===== src/rtl/base_tdec_ramp_le.sv =====
`default_nettype none
// ============================================================================
//  Module   : base_tdec_ramp_le
//  Purpose  : Rate-limited thermometer decoder. An encoded target level is
//             accepted on a valid/ready handshake, clamped to dec_width, and
//             the registered little-endian thermometer output ramps toward
//             it by at most `step` levels per clock.
//  Options  : BASE_TDEC_RAMP_RETARGET_EN - when defined, targets are accepted
//             at any time (o_r tied high) and a new target mid-ramp takes
//             effect on the accept edge.
//  Revision : 1.0 - initial release
// ============================================================================
module base_tdec_ramp_le #(
  parameter int enc_width = 4,
  parameter int dec_width = 8,
  parameter int step      = 1
) (
  input  logic                 clk,
  input  logic                 reset_n,
  input  logic                 i_v,
  output logic                 o_r,
  input  logic [enc_width-1:0] i_d,
  output logic [dec_width-1:0] o_d,
  output logic                 o_busy,
  output logic                 o_done
);

  localparam int LW = $clog2(dec_width + 1);
  // Compare width wide enough for both the raw input and the level range
  localparam int CW = (enc_width > LW) ? enc_width : LW;
  localparam logic [CW-1:0] c_MAX_CMP = CW'(dec_width);
  localparam logic [LW-1:0] c_STEP    = LW'(step);

  typedef enum logic [1:0] {
    S_IDLE = 2'd0,
    S_UP   = 2'd1,
    S_DOWN = 2'd2
  } state_t;

  state_t               r_state;
  state_t               w_state_nx;
  logic [LW-1:0]        r_lvl;
  logic [LW-1:0]        r_tgt;
  logic [LW-1:0]        w_lvl_nx;
  logic [LW-1:0]        w_t_eff;
  logic [LW-1:0]        w_clamp;
  logic [LW-1:0]        w_diff_up;
  logic [LW-1:0]        w_diff_dn;
  logic [LW-1:0]        w_amt_up;
  logic [LW-1:0]        w_amt_dn;
  logic [CW-1:0]        w_id_ext;
  logic                 w_acc;
  logic                 w_active;
  logic                 w_done_nx;
  logic [dec_width-1:0] w_therm;
  logic [dec_width-1:0] r_d;
  logic                 r_done;

  assign o_busy = (r_state != S_IDLE);

`ifdef BASE_TDEC_RAMP_RETARGET_EN
  assign o_r = 1'b1;
`else
  assign o_r = ~o_busy;
`endif

  assign w_acc    = i_v & o_r;
  assign w_active = o_busy | w_acc;

  // Clamp the encoded target to the top level rather than wrapping
  assign w_id_ext = CW'(i_d);
  assign w_clamp  = (w_id_ext > c_MAX_CMP) ? LW'(c_MAX_CMP) : LW'(w_id_ext);

  // The target in force on this edge: a fresh accept overrides the stored one
  assign w_t_eff   = w_acc ? w_clamp : r_tgt;
  assign w_diff_up = w_t_eff - r_lvl;
  assign w_diff_dn = r_lvl - w_t_eff;
  assign w_amt_up  = (w_diff_up < c_STEP) ? w_diff_up : c_STEP;
  assign w_amt_dn  = (w_diff_dn < c_STEP) ? w_diff_dn : c_STEP;

  // Next level, next state and completion; the level only moves while already
  // ramping, which gives the one-cycle latency after an accept from idle
  always_comb begin
    w_lvl_nx   = r_lvl;
    w_state_nx = r_state;
    w_done_nx  = 1'b0;
    if (o_busy) begin
      if (w_t_eff > r_lvl) begin
        w_lvl_nx = r_lvl + w_amt_up;
      end else if (w_t_eff < r_lvl) begin
        w_lvl_nx = r_lvl - w_amt_dn;
      end
    end
    if (w_active) begin
      if (w_lvl_nx == w_t_eff) begin
        w_state_nx = S_IDLE;
        w_done_nx  = 1'b1;
      end else if (w_t_eff > w_lvl_nx) begin
        w_state_nx = S_UP;
      end else begin
        w_state_nx = S_DOWN;
      end
    end
  end

  // Thermometer of the next level so o_d is a plain register of the level
  for (genvar gi = 0; gi < dec_width; gi++) begin : g_therm
    assign w_therm[gi] = (gi < int'(w_lvl_nx));
  end

  // State register
  always_ff @(posedge clk or negedge reset_n) begin
    if (!reset_n) begin
      r_state <= S_IDLE;
    end else begin
      r_state <= w_state_nx;
    end
  end

  // Level, target, thermometer output and done pulse registers
  always_ff @(posedge clk or negedge reset_n) begin
    if (!reset_n) begin
      r_lvl  <= '0;
      r_tgt  <= '0;
      r_d    <= '0;
      r_done <= 1'b0;
    end else begin
      r_lvl  <= w_lvl_nx;
      r_tgt  <= w_t_eff;
      r_d    <= w_therm;
      r_done <= w_done_nx;
    end
  end

  assign o_d    = r_d;
  assign o_done = r_done;

endmodule
`default_nettype wire


===== config.mk =====
export PLATFORM = sky130hd
export DESIGN_NAME = base_tdec_ramp_le
export DESIGN_NICKNAME = d
export VERILOG_FILES = /design/src/rtl/base_tdec_ramp_le.sv
export SDC_FILE = /design/constraint.sdc
export NUM_CORES = 1
export LEC_CHECK = 0
export CAP_MARGIN = 20
export CORE_MARGIN = 1
export CORE_UTILIZATION = 35
export CTS_CLUSTER_SIZE = 12
export DETAILED_ROUTE_END_ITERATION = 8
export MAX_ROUTING_LAYER = met4
export PLACE_DENSITY_LB_ADDON = 0.08
export SYNTH_ARGS = -nofsm -noshare
export SYNTH_HDL_FRONTEND = slang
export SYNTH_SLANG_ARGS = --single-unit

===== constraint.sdc =====
create_clock -name clk -period 5.7 [get_ports clk]
set_clock_uncertainty 0.15 [all_clocks]
set_input_delay 0.855 -clock clk [delete_from_list [all_inputs] [get_ports clk]]
set_output_delay 0.855 -clock clk [all_outputs]
set_load 0.01 [all_outputs]

==> results.sh <==
export IMPL_die_area_um2=4250
export IMPL_yosysSeqAreaShare_pct=32.2
export IMPL_worstSetupPathType="in -> reg"
export IMPL_required_ns=5.71
export IMPL_maxSlewViolCount=0
export IMPL_synthFlopType="dfrtp_1"
export IMPL_coreArea_um2=3740
export IMPL_synth_edf_count=0
export IMPL_final_setup_tns_ns=0
export IMPL_path_max_fanout=9
export IMPL_post_cts_buffers=0
export IMPL_htreeDepth=1
export IMPL_numCtsBuffers=3
export IMPL_setup_viol=0
export IMPL_drtIter0Drc=35
export IMPL_finalCritPeriodShare_pct=94.7
export IMPL_maxSlewHeadroom_pct=48.1
export IMPL_grt_pass1_wl_um=5550
export IMPL_vias=1188
export IMPL_diodes=0
export IMPL_synth_top_area_share_pct=32.2
export IMPL_gr_total_overflow=0
export IMPL_fillCellCount=369
export IMPL_reg2reg_depth=18
export IMPL_yosys_register_bits=18
export IMPL_cp_start_kind="primary input"
export IMPL_final_hold_viol_count=0
export IMPL_tightest_slew_ns=0.776
export IMPL_routed_wl_um=3070
export IMPL_numPortBuffers=17
export IMPL_grt_total_usage_pct=17.8
export IMPL_netlist_top_cells_area="dfrtp_1 32%, ha_1 13%, fa_1 4.3%"
export IMPL_finalCriticalPeriod_ns=5.40
export IMPL_use_met1_pct=23.0
export IMPL_place_congestion=0.814
export IMPL_worstSetupEndpointType="flip-flop"
export IMPL_drv_cap=0
export IMPL_rr_startpoint="r_state[1]$_DFFE_PN0P_"
export IMPL_grt_pass1_vias=1224
export IMPL_root_buffer="clkbuf_8"
export IMPL_clock_sinks=18
export IMPL_fp_row_count=22
export IMPL_die_x_um=65.2
export IMPL_drtPass1Iterations=4
export IMPL_syn_area_um2=1400
export IMPL_grt_max_degree=19
export IMPL_synth_distinct_cells=49
export IMPL_clk_latency_ns=0.25
export IMPL_ant_nets=0
export IMPL_antenna_found_initial=0
export IMPL_cp_data_arrival_time_ns=5.41
export IMPL_use_met3_pct=3.30
export IMPL_synth_cells=150
export IMPL_outcome="completed"
export IMPL_yosys_warnings=0
export IMPL_cts_clk_slew_worst_paths_ns=0.06
export IMPL_async_flop_share_pct=100
export IMPL_routed_via_density=5.23
export IMPL_ctsHoldBuffers=0
export IMPL_area_growth_pct=23.5
export IMPL_ioPinCount=18
export IMPL_yosysTopAreaCell="dfrtp_1"
export IMPL_setup_worst_path_start="i_v"
export IMPL_reg2reg_to="r_state[1]$_DFFE_PN0P_"
export IMPL_die_h_um=65.2
export IMPL_final_layout_size_suffix_gt1_share_pct=10.6
export IMPL_crit_end="r_state[1]$_DFFE_PN0P_"
export IMPL_cts_tree="done"
export IMPL_rsz0062_at_grt="no"
export IMPL_fmax_mhz=185
export IMPL_reg2reg_slack_ns=1.01
export IMPL_min_path_type="reg -> reg"
export IMPL_drc=0
export IMPL_nets=204
export IMPL_wl_per_cell_um=13.5
export IMPL_place_hpwl_um=2550
export IMPL_cts_resized=0
export IMPL_postSynthAreaPerCell_um2=9.33
export IMPL_gr_max_usage_layer="met2"
export IMPL_grt_use_met2_pct=27.2
export IMPL_clk_path_buf_depth=2
export IMPL_start_util_pct=37.4
-- worst min path at each step --
stage                                   from            endpoint  slack (ns)  cells past startpoint
after CTS                 r_tgt[3]$_DFF_PN0_  r_tgt[3]$_DFF_PN0_        0.39                      2
after floorplan           r_tgt[3]$_DFF_PN0_  r_tgt[3]$_DFF_PN0_        0.32                      2
after global routing      r_tgt[3]$_DFF_PN0_  r_tgt[3]$_DFF_PN0_        0.43                      2
after global placement    r_tgt[3]$_DFF_PN0_  r_tgt[3]$_DFF_PN0_        0.38                      2
final                     r_tgt[3]$_DFF_PN0_  r_tgt[3]$_DFF_PN0_        0.39                      2
after detailed placement  r_tgt[3]$_DFF_PN0_  r_tgt[3]$_DFF_PN0_        0.37                      2
-- cells by family after synthesis --
family | share of synthesized area [%]
multiplexers | 3.76
other | 0.537
AO/OA/AOI/OAI | 17.4
AND/OR/NAND/NOR | 22.0
adder cells (fa/ha/maj) | 16.8
buffers and inverters | 5.46
flip-flops | 32.2
XOR/XNOR | 1.88
-- Yosys cell counts, types with 2 or more instances --
cell type	count
nand2_1	13
o311a_1	2
fa_1	3
mux2_2	2
dfrtp_1	18
nor3_1	4
nor2b_1	3
nor2_1	9
nand4_1	4
conb_1	2
nand3b_1	3
mux2i_1	3
a211oi_1	2
o21ai_1	2
xor2_1	3
o211ai_1	2
o21ai_0	5
ha_1	14
a21oi_1	4
and2_1	3
nand2b_1	4
inv_1	12
nand3_1	4
a21o_1	2
a22oi_1	3
-- registers in the layout, indices dropped and copies added, names as in the netlist --
| register | flops |
|---|---|
| o_d | 8 |
| r_tgt | 4 |
| r_lvl | 3 |
| r_state | 2 |
| o_done | 1 |
-- per-stage QoR --
stage | hold slack [ns] | setup WS, ns | instances | cell area (um^2) | utilization, %
after floorplan | 0.317 | 0.745 | 154 | 1410 | -
after global routing | 0.429 | 0.0176 | 227 | 1730 | 46.2
after global placement | 0.380 | 0.127 | 223 | 1670 | 44.7
after CTS | 0.393 | 0.344 | 227 | 1730 | 46.2
final | 0.389 | 0.302 | 227 | 1730 | 46.2
after detailed placement | 0.374 | 0.0909 | 223 | 1670 | 44.7
-- cell usage in the layout (no fill, tap or decap), drive strengths merged, types with 2 or more instances in the layout --
| cell | synthesis | routed |
|---|---|---|
| xor2 | 3 | 3 |
| nor2b | 3 | 3 |
| a22oi | 3 | 3 |
| dfrtp | 18 | 18 |
| a21o | 2 | 2 |
| clkdlybuf4s50 | 0 | 17 |
| inv | 13 | 13 |
| fa | 3 | 3 |
| nor3 | 4 | 4 |
| clkbuf | 0 | 4 |
| mux2i | 3 | 3 |
| o21ai | 7 | 7 |
| a21oi | 5 | 5 |
| mux2 | 2 | 2 |
| nor2 | 9 | 9 |
| o311a | 2 | 2 |
| conb | 2 | 6 |
| and2 | 3 | 3 |
| o211ai | 2 | 2 |
| nor3b | 2 | 2 |
| nand3b | 3 | 3 |
| ha | 14 | 14 |
| nand3 | 4 | 4 |
| a211oi | 2 | 2 |
| nand2 | 13 | 13 |
| nand4 | 4 | 4 |
| buf | 3 | 7 |
| nand2b | 4 | 4 |
-- worst max-delay path, cell delays in order --
cell and delay [ns]:
clkdlybuf4s50_1 0.51, or3b_4 0.42, nand2_1 0.07, o21ai_0 0.12, ha_1 0.46, nand2_1 0.10, or3_1 0.37, and4_1 0.23
o22ai_1 0.27, nand2_1 0.11, fa_1 0.50, a22oi_1 0.08, o21ai_0 0.26, inv_1 0.13, ha_1 0.31, nor2b_1 0.14
o21ai_0 0.16, nand2b_1 0.09, a211oi_1 0.23
-- area by class of cell --
type	count	area (um^2)	area share (%)
sequential	18	450	26.1
tap	48	60.1	3.48
clock buffer	4	55.1	3.19
inverter	14	52.6	3.04
timing repair buffer	24	223	12.9
multi-input combinational	119	887	51.3
-- layer usage --
layer	up-vias	share of wire (%)
met2	22	45
met4	0	1.2
met3	4	4.1
met5	-	0
met1	570	50
li1	592	-
Power is not shown: default switching activity piles up to over one toggle a cycle in this logic, so the estimate is an artifact.
